### config.mk
export PLATFORM = sky130hd
export DESIGN_NAME = trap_ctrl_flat
export DESIGN_NICKNAME = d
export VERILOG_FILES = /design/src/rtl/trap_pkg.sv /design/src/rtl/trap_ctrl_if.sv /design/src/rtl/trap_vec_calc.sv /design/src/rtl/trap_ctrl.sv /design/src/flat_wrapper.sv
export SDC_FILE = /design/constraint.sdc
export NUM_CORES = 1
export LEC_CHECK = 0
export BUFFER_PORTS_ARGS = -buffer_cell sky130_fd_sc_hd__clkbuf_2
export CAP_MARGIN = 20
export CORE_ASPECT_RATIO = 1.5
export CORE_UTILIZATION = 35
export CTS_CLUSTER_SIZE = 14
export DETAILED_ROUTE_END_ITERATION = 10
export GPL_TIMING_DRIVEN = 0
export SLEW_MARGIN = 20
export SYNTH_ARGS = -nofsm -noshare
export SYNTH_HDL_FRONTEND = slang
export SYNTH_SLANG_ARGS = --single-unit
### constraint.sdc
create_clock -name clk -period 5.07 [get_ports clk]
set_clock_uncertainty 0.15 [all_clocks]
set_input_delay 1.014 -clock clk [delete_from_list [all_inputs] [get_ports clk]]
set_output_delay 1.014 -clock clk [all_outputs]
set_load 0.01 [all_outputs]
### src/rtl/trap_pkg.sv
// Shared types and constants for the trap sequencer and its vector calculator.
package trap_pkg;

    localparam int CPU_WIDTH = 32'd64;
    localparam int INT_BIT   = CPU_WIDTH - 32'd1;

    localparam int unsigned TIMER_CAUSE = 32'd7;
    localparam int unsigned SOFT_CAUSE  = 32'd3;

    localparam logic [1:0] MTVEC_VECTORED = 2'b01;

    typedef enum logic [1:0] {
        IDLE     = 2'd0,
        TRAP     = 2'd1,
        MRET     = 2'd2,
        REDIRECT = 2'd3
    } trap_state_e;

    typedef enum logic [1:0] {
        EXC  = 2'd0,
        RET  = 2'd1,
        TINT = 2'd2,
        SINT = 2'd3
    } trap_kind_e;

    function automatic logic [CPU_WIDTH-1:0] align4(input logic [CPU_WIDTH-1:0] addr);
        return addr & ~{{(CPU_WIDTH-2){1'b0}}, 2'b11};
    endfunction

    // Interrupt mcause: top bit set, code in the low bits.
    function automatic logic [CPU_WIDTH-1:0] int_cause(input int unsigned code);
        return {1'b1, (CPU_WIDTH-1)'(code)};
    endfunction

endpackage

### src/rtl/trap_ctrl_if.sv
// Writeback / CSR / fetch signal bundle around the trap sequencer.
interface trap_ctrl_if;
    import trap_pkg::*;

    logic                 wb_valid;
    logic [CPU_WIDTH-1:0] wb_pc;
    logic [31:0]          wb_ins;
    logic                 ex_req;
    logic [CPU_WIDTH-1:0] ex_code;
    logic                 mret_req;
    logic                 mtime_int;
    logic                 msip;
    logic                 mstatus_mie;
    logic                 mie_mtie;
    logic                 mie_msie;
    logic [CPU_WIDTH-1:0] mtvec;
    logic [CPU_WIDTH-1:0] mepc;
    logic                 redirect_ready;

    logic                 wb_ready;
    logic                 flush;
    logic                 trap_valid;
    logic [CPU_WIDTH-1:0] trap_cause;
    logic [CPU_WIDTH-1:0] trap_epc;
    logic                 mret_valid;
    logic                 redirect_valid;
    logic [CPU_WIDTH-1:0] redirect_pc;
    logic                 busy;

    modport slave (
        input  wb_valid, wb_pc, wb_ins, ex_req, ex_code, mret_req,
               mtime_int, msip, mstatus_mie, mie_mtie, mie_msie,
               mtvec, mepc, redirect_ready,
        output wb_ready, flush, trap_valid, trap_cause, trap_epc,
               mret_valid, redirect_valid, redirect_pc, busy
    );

    modport master (
        output wb_valid, wb_pc, wb_ins, ex_req, ex_code, mret_req,
               mtime_int, msip, mstatus_mie, mie_mtie, mie_msie,
               mtvec, mepc, redirect_ready,
        input  wb_ready, flush, trap_valid, trap_cause, trap_epc,
               mret_valid, redirect_valid, redirect_pc, busy
    );

endinterface

### src/rtl/trap_vec_calc.sv
// Trap target from mtvec and cause; shared with the vectored-mode CSR read path.
module trap_vec_calc
    import trap_pkg::*;
(
    input  logic [CPU_WIDTH-1:0] mtvec,
    input  logic [CPU_WIDTH-2:0] cause_code,
    input  logic                 is_int,
    output logic [CPU_WIDTH-1:0] target
);

    logic [CPU_WIDTH-1:0] base_s;
    logic [CPU_WIDTH-1:0] offset_s;

    assign base_s   = align4(mtvec);
    assign offset_s = CPU_WIDTH'({cause_code, 2'b00});

    // Only interrupts are vectored; mode 1x falls back to direct.
    always_comb begin
        target = base_s;
        if ((mtvec[1:0] == MTVEC_VECTORED) && is_int) begin
            target = base_s + offset_s;
        end else begin
            target = base_s;
        end
    end

endmodule

### src/rtl/trap_ctrl.sv
// Trap sequencer: arbitrates exception/mret/interrupts at writeback, drives the
// CSR update command, flushes the pipeline and holds the fetch redirect.
module trap_ctrl
    import trap_pkg::*;
(
    input  logic       clk,
    input  logic       reset,
    trap_ctrl_if.slave bus
);

    trap_state_e          state_r;
    trap_state_e          state_nx_s;
    trap_kind_e           kind_r;
    trap_kind_e           kind_s;

    logic                 instr_s;
    logic                 exc_s;
    logic                 ret_s;
    logic                 tint_s;
    logic                 sint_s;
    logic                 accept_s;
    logic                 commit_s;
    logic                 redirect_done_s;
    logic                 is_int_s;
    logic                 flush_s;
    logic                 wb_ready_s;

    logic [CPU_WIDTH-1:0] cause_s;
    logic [CPU_WIDTH-1:0] epc_s;
    logic [CPU_WIDTH-1:0] target_s;
    logic [CPU_WIDTH-1:0] target_r;

    logic                 trap_valid_r;
    logic                 mret_valid_r;
    logic                 redirect_valid_r;
    logic                 int_block_r;
    logic                 busy_r;
    logic [CPU_WIDTH-1:0] trap_cause_r;
    logic [CPU_WIDTH-1:0] trap_epc_r;
    logic [CPU_WIDTH-1:0] redirect_pc_r;

    // Gating with reset keeps every output low while reset is held.
    assign instr_s = reset & bus.wb_valid & (bus.wb_ins != 32'd0);
    assign exc_s   = instr_s & bus.ex_req;
    assign ret_s   = instr_s & bus.mret_req;
    assign tint_s  = instr_s & bus.mtime_int & bus.mstatus_mie & bus.mie_mtie & ~int_block_r;
    assign sint_s  = instr_s & bus.msip & bus.mstatus_mie & bus.mie_msie & ~int_block_r;
    assign epc_s   = align4(bus.wb_pc);
    assign is_int_s = (kind_s == TINT) | (kind_s == SINT);

    // Priority select of the single event accepted this cycle.
    always_comb begin
        accept_s = 1'b0;
        kind_s   = EXC;
        if (state_r == IDLE) begin
            if (exc_s) begin
                accept_s = 1'b1;
                kind_s   = EXC;
            end else if (ret_s) begin
                accept_s = 1'b1;
                kind_s   = RET;
            end else if (tint_s) begin
                accept_s = 1'b1;
                kind_s   = TINT;
            end else if (sint_s) begin
                accept_s = 1'b1;
                kind_s   = SINT;
            end else begin
                accept_s = 1'b0;
                kind_s   = EXC;
            end
        end else begin
            accept_s = 1'b0;
            kind_s   = EXC;
        end
    end

    // mcause value for the selected event.
    always_comb begin
        cause_s = {CPU_WIDTH{1'b0}};
        case (kind_s)
            EXC:     cause_s = bus.ex_code;
            TINT:    cause_s = int_cause(TIMER_CAUSE);
            SINT:    cause_s = int_cause(SOFT_CAUSE);
            RET:     cause_s = {CPU_WIDTH{1'b0}};
            default: cause_s = {CPU_WIDTH{1'b0}};
        endcase
    end

    trap_vec_calc u_vec_calc (
        .mtvec      (bus.mtvec),
        .cause_code (cause_s[CPU_WIDTH-2:0]),
        .is_int     (is_int_s),
        .target     (target_s)
    );

    // Next state plus the combinational flush / commit handshake.
    always_comb begin
        state_nx_s      = state_r;
        flush_s         = 1'b1;
        wb_ready_s      = 1'b0;
        commit_s        = 1'b0;
        redirect_done_s = 1'b0;
        case (state_r)
            IDLE: begin
                if (accept_s) begin
                    state_nx_s = (kind_s == RET) ? MRET : TRAP;
                    flush_s    = 1'b1;
                    wb_ready_s = 1'b0;
                    commit_s   = 1'b0;
                end else begin
                    state_nx_s = IDLE;
                    flush_s    = 1'b0;
                    wb_ready_s = reset;
                    commit_s   = instr_s;
                end
            end
            TRAP:    state_nx_s = REDIRECT;
            MRET:    state_nx_s = REDIRECT;
            REDIRECT: begin
                if (redirect_valid_r & bus.redirect_ready) begin
                    redirect_done_s = 1'b1;
                    state_nx_s      = IDLE;
                end else begin
                    redirect_done_s = 1'b0;
                    state_nx_s      = REDIRECT;
                end
            end
            default: state_nx_s = IDLE;
        endcase
    end

    // State register and busy flag.
    always_ff @(posedge clk or negedge reset) begin
        if (!reset) begin
            state_r <= IDLE;
            busy_r  <= 1'b0;
        end else begin
            state_r <= state_nx_s;
            busy_r  <= (state_nx_s != IDLE);
        end
    end

    // Capture of the accepted event and the one-cycle CSR commands.
    always_ff @(posedge clk or negedge reset) begin
        if (!reset) begin
            kind_r       <= EXC;
            trap_cause_r <= {CPU_WIDTH{1'b0}};
            trap_epc_r   <= {CPU_WIDTH{1'b0}};
            target_r     <= {CPU_WIDTH{1'b0}};
            trap_valid_r <= 1'b0;
            mret_valid_r <= 1'b0;
        end else begin
            trap_valid_r <= accept_s & (kind_s != RET);
            mret_valid_r <= accept_s & (kind_s == RET);
            if (accept_s) begin
                kind_r       <= kind_s;
                trap_cause_r <= cause_s;
                trap_epc_r   <= epc_s;
                target_r     <= target_s;
            end
        end
    end

    // Redirect request; mepc is taken in the MRET cycle so a CSR write
    // landing alongside the return is already visible.
    always_ff @(posedge clk or negedge reset) begin
        if (!reset) begin
            redirect_valid_r <= 1'b0;
            redirect_pc_r    <= {CPU_WIDTH{1'b0}};
        end else begin
            case (state_r)
                TRAP: begin
                    redirect_valid_r <= 1'b1;
                    redirect_pc_r    <= target_r;
                end
                MRET: begin
                    redirect_valid_r <= 1'b1;
                    redirect_pc_r    <= bus.mepc;
                end
                REDIRECT: begin
                    if (redirect_done_s) begin
                        redirect_valid_r <= 1'b0;
                    end
                end
                default: redirect_valid_r <= 1'b0;
            endcase
        end
    end

    // Forward progress: one instruction must retire between two interrupts.
    always_ff @(posedge clk or negedge reset) begin
        if (!reset) begin
            int_block_r <= 1'b0;
        end else if (redirect_done_s && ((kind_r == TINT) || (kind_r == SINT))) begin
            int_block_r <= 1'b1;
        end else if (commit_s) begin
            int_block_r <= 1'b0;
        end
    end

    assign bus.wb_ready       = wb_ready_s;
    assign bus.flush          = flush_s;
    assign bus.trap_valid     = trap_valid_r;
    assign bus.trap_cause     = trap_cause_r;
    assign bus.trap_epc       = trap_epc_r;
    assign bus.mret_valid     = mret_valid_r;
    assign bus.redirect_valid = redirect_valid_r;
    assign bus.redirect_pc    = redirect_pc_r;
    assign bus.busy           = busy_r;

endmodule

### src/flat_wrapper.sv
// flat-port wrapper written by rule: the top's interface ports become plain ports
module trap_ctrl_flat import trap_pkg::*;
  (clk, reset, bus_wb_valid, bus_wb_pc, bus_wb_ins, bus_ex_req, bus_ex_code, bus_mret_req, bus_mtime_int, bus_msip, bus_mstatus_mie, bus_mie_mtie, bus_mie_msie, bus_mtvec, bus_mepc, bus_redirect_ready, bus_wb_ready, bus_flush, bus_trap_valid, bus_trap_cause, bus_trap_epc, bus_mret_valid, bus_redirect_valid, bus_redirect_pc, bus_busy);
  trap_ctrl_if bus_i ();
  input  logic clk;
  input  logic reset;
  input wire logic [$bits(bus_i.wb_valid)-1:0] bus_wb_valid;
  input wire logic [$bits(bus_i.wb_pc)-1:0] bus_wb_pc;
  input wire logic [$bits(bus_i.wb_ins)-1:0] bus_wb_ins;
  input wire logic [$bits(bus_i.ex_req)-1:0] bus_ex_req;
  input wire logic [$bits(bus_i.ex_code)-1:0] bus_ex_code;
  input wire logic [$bits(bus_i.mret_req)-1:0] bus_mret_req;
  input wire logic [$bits(bus_i.mtime_int)-1:0] bus_mtime_int;
  input wire logic [$bits(bus_i.msip)-1:0] bus_msip;
  input wire logic [$bits(bus_i.mstatus_mie)-1:0] bus_mstatus_mie;
  input wire logic [$bits(bus_i.mie_mtie)-1:0] bus_mie_mtie;
  input wire logic [$bits(bus_i.mie_msie)-1:0] bus_mie_msie;
  input wire logic [$bits(bus_i.mtvec)-1:0] bus_mtvec;
  input wire logic [$bits(bus_i.mepc)-1:0] bus_mepc;
  input wire logic [$bits(bus_i.redirect_ready)-1:0] bus_redirect_ready;
  output wire logic [$bits(bus_i.wb_ready)-1:0] bus_wb_ready;
  output wire logic [$bits(bus_i.flush)-1:0] bus_flush;
  output wire logic [$bits(bus_i.trap_valid)-1:0] bus_trap_valid;
  output wire logic [$bits(bus_i.trap_cause)-1:0] bus_trap_cause;
  output wire logic [$bits(bus_i.trap_epc)-1:0] bus_trap_epc;
  output wire logic [$bits(bus_i.mret_valid)-1:0] bus_mret_valid;
  output wire logic [$bits(bus_i.redirect_valid)-1:0] bus_redirect_valid;
  output wire logic [$bits(bus_i.redirect_pc)-1:0] bus_redirect_pc;
  output wire logic [$bits(bus_i.busy)-1:0] bus_busy;
  assign bus_i.wb_valid = bus_wb_valid;
  assign bus_i.wb_pc = bus_wb_pc;
  assign bus_i.wb_ins = bus_wb_ins;
  assign bus_i.ex_req = bus_ex_req;
  assign bus_i.ex_code = bus_ex_code;
  assign bus_i.mret_req = bus_mret_req;
  assign bus_i.mtime_int = bus_mtime_int;
  assign bus_i.msip = bus_msip;
  assign bus_i.mstatus_mie = bus_mstatus_mie;
  assign bus_i.mie_mtie = bus_mie_mtie;
  assign bus_i.mie_msie = bus_mie_msie;
  assign bus_i.mtvec = bus_mtvec;
  assign bus_i.mepc = bus_mepc;
  assign bus_i.redirect_ready = bus_redirect_ready;
  assign bus_wb_ready = bus_i.wb_ready;
  assign bus_flush = bus_i.flush;
  assign bus_trap_valid = bus_i.trap_valid;
  assign bus_trap_cause = bus_i.trap_cause;
  assign bus_trap_epc = bus_i.trap_epc;
  assign bus_mret_valid = bus_i.mret_valid;
  assign bus_redirect_valid = bus_i.redirect_valid;
  assign bus_redirect_pc = bus_i.redirect_pc;
  assign bus_busy = bus_i.busy;
  trap_ctrl u_core (.clk(clk), .reset(reset), .bus(bus_i));
endmodule
==> run metrics <==
outcome finished with violations; failing checks negative setup slack; Synth Area in XOR/XNOR between 3 and 4%; Post-route DRC 0; largest family of logic cells by synthesized area simple AND/OR/NAND/NOR gates; VDD IR max slightly above 0.3 mV; most frequent cells in the layout 482 x clkbuf_2, 308 x nand2_1, 260 x dfrtp_1, 170 x a21oi_1, 138 x nor2_1; final setup margin -38.59 ps; Worst-Skew Late Latency approximately 560 ps; Core Box Area between 40000 and 50000 um^2; vias in the first global route roughly 15000; # setup viols final 2; clock tree root buffer cell clkbuf_16; area of the multi-input gates around 8800 um^2; R2R cell count 24; die area 43660 um^2; cell total after placement about 2700; Simple-Gate Fraction of Synth Area a little under a fifth; Final Cell Area about 21000 um^2; Synth Area in Compound Gates 17.08%; Pwr Total around 11 mW; Hold Vio Cnt, Final 0; CTS tree done; Max Clock Freq 0.1957 GHz; sequential-to-total area share from yosys stat a little over two fifths; leading cell type in the layout, fill and taps excluded clkbuf_2; flops & latches, synth between 200 and 300; RSZ-0062 raised after global routing true; post-layout util around half; Via Count between 10000 and 15000; TNS Setup -61.27 ps; Max Used Layer met4; DP Area around 18000 um^2; flop-to-flop setup slack approximately 250 ps; end point of the critical path u_core.target_r[38]; Syn Area/Cell around 9 um^2; Post-Route WL around 60000 um; TritonCTS buffer count 27; area delta synth->final 38.70%; global-route wire length before repair ~88000 um; Slew Viols, Final 0; M1 WL around 23000 um; FFs w/ async S/R, synth 100.0%; type of the most critical hold path in -> async; Final Net Count 2634; post-synthesis adder-cell area fraction 5.562%; Reg2Reg Launch Point u_core.state_r[0]; Initial Util a little over a third; Rows slightly above 90; leak pwr about 10 nW; share of cells above drive strength 1 between 30% and 40%; PortBufs 492; initial antenna violation count 9; WL/cell around 21 um; Critical Path RT 5340 ps; prevailing post-synth register cell dfrtp_1; Critical Path Start bus_wb_ins[25]; CP Class in -> reg; CTS sink cnt 260; # fillers around 4100; Reg-to-Reg End u_core.target_r[38]; DRT Pass-1 Iters 5; CP startpoint kind input pin; die extent in x 170.9 um; GRT Resource Usage Total 26.73%; WP data arrival 5370 ps; min Tclk post-route just over 5000 ps; Tcrit/Tclk final 100.8%; Placer Congestion ~0.92; Reg clk slew, reported paths around 70 ps; Slew Limit Headroom about two fifths; drt first-iter violations about 790; FF+latch area between 6000 and 7000 um^2; DR WL met2 30560 um; Die Y-Extent 255.4 um; mux contribution to synthesized area 8.718%; Critical Path End Type register; met3 wire length 3298 um; P per Cell Area 507.6 nW/um^2; YS warnings 0; worst hold slack 143.9 ps; Synth Instances approximately 1700; post-placement setup slack -2315 ps; mapped cell area roughly 15000 um^2; Finished Layout Cells ~2900; # IOs 497; Post-synth EDFFs 0; max_cap viols 0; vias per inst 5.150; CTS Buffer Depth 3; maximum number of pins on one net before global-route repair 90; synth unique cells 69; CP Max Fanout 4; Least-Margin Pin Slew between 900 and 1000 ps; post-route antenna net violation count 0; H-tree levels 1; Overflow after GRT 0; DP Wirelength approximately 47000 um
-- area by class of cell --
class | instances | area share [%]
Antenna cell | 9 | 0.1084
Buffer | 94 | 2.300
Clock buffer | 42 | 3.908
Clock inverter | 6 | 0.2950
Inverter | 26 | 0.4696
Multi-Input combinational cell | 1289 | 42.33
Sequential cell | 260 | 31.31
Tap cell | 564 | 3.396
Timing Repair Buffer | 571 | 15.89
-- kinds of logic after synthesis --
group,count (synthesis)
buffers and inverters,136
muxes,123
DFF,260
other,1
and+or+nand+nor,625
adders and majority gates,66
AOI/OAI and AO/OA,421
xor gates and xnor gates,52
-- sequential cells by signal, summed over array words and instances, names as in the netlist --
name,flops
u_core.bus.trap_epc,62
u_core.bus.trap_valid,1
u_core.bus.redirect_pc,64
u_core.int_block_r,1
u_core.target_r,62
u_core.kind_r,1
u_core.bus.busy,1
u_core.state_r,2
u_core.bus.trap_cause,64
u_core.bus.mret_valid,1
u_core.bus.redirect_valid,1
-- routing by layer --
metal / vias up / GRT usage, %
met1: 7012 / 29.92
met2: 544 / 47.53
met5: - / 0
met3: 142 / 3.934
li1: 7035 / -
met4: 0 / 15.58
-- worst max-delay path, stage by stage --
cell and delay (ps):
buf_2 120, nor4_2 40, nand4_1 140, o211ai_1 100, buf_4 160, buf_6 110, nor4b_4 280, buf_6 140
a21o_1 120, ha_2 220, inv_2 40, fa_2 340, and2b_1 230, o211ai_1 190, a211oi_2 390, o211ai_2 200
a2111oi_4 390, a31o_2 300, buf_4 140, buf_6 80, buf_6 100, xnor2_1 140, nor2_1 80, a21oi_2 210
o21ai_1 80
-- how the worst min path moves through the flow --
| stage | from | end | slack [ps] |
|---|---|---|---|
| after global placement | u_core.bus.trap_cause[62] | u_core.bus.trap_cause[62] | 300 |
| final | reset | u_core.bus.redirect_pc[60] | 140 |
| after detailed placement | u_core.bus.trap_cause[62] | u_core.bus.trap_cause[62] | 310 |
| after floorplan | u_core.target_r[10] | u_core.target_r[10] | 300 |
| after CTS | reset | u_core.bus.trap_cause[55] | 120 |
| after global routing | reset | u_core.bus.redirect_pc[60] | 130 |
-- repair_timing --
item | in CTS | in global routing
resized for setup | 95 | 130
buffers inserted | 30 | 38
cloned | 7 | 0
hold buffers | 0 | 0
setup endpoints to repair | 54 | 33
pin swaps | 32 | 61
-- report_power, final --
part / leakage (nW) / internal, mW / switching [mW] / total (mW)
clock: 0.429 / 1.15 / 0.867 / 2.01
sequential: 3.15 / 3.12 / 0.619 / 3.73
combinational: 6.42 / 1.99 / 2.82 / 4.80
total: 10.0 / 6.25 / 4.30 / 10.5
-- Yosys cell counts, drive strengths merged, types with 11 or more instances --
cell	number	area share (%)
o21bai	15	0.75
xnor2	29	1.7
nor4	15	0.71
nand4	17	0.75
dfrtp	260	43
nand3	25	0.84
nand2	312	7.8
inv	26	0.65
mux2	60	4.5
a21oi	194	6.5
a31oi	17	0.71
buf	24	0.79
o21ai	75	2.5
a21o	32	1.6
and2	59	2.5
o21a	15	0.75
mux2i	63	4.2
and3	11	0.46
clkbuf	86	2.2
ha	65	5.4
xor2	23	1.3
o211ai	13	0.72
nor2	139	3.5
(Power assumes the default switching activity.)
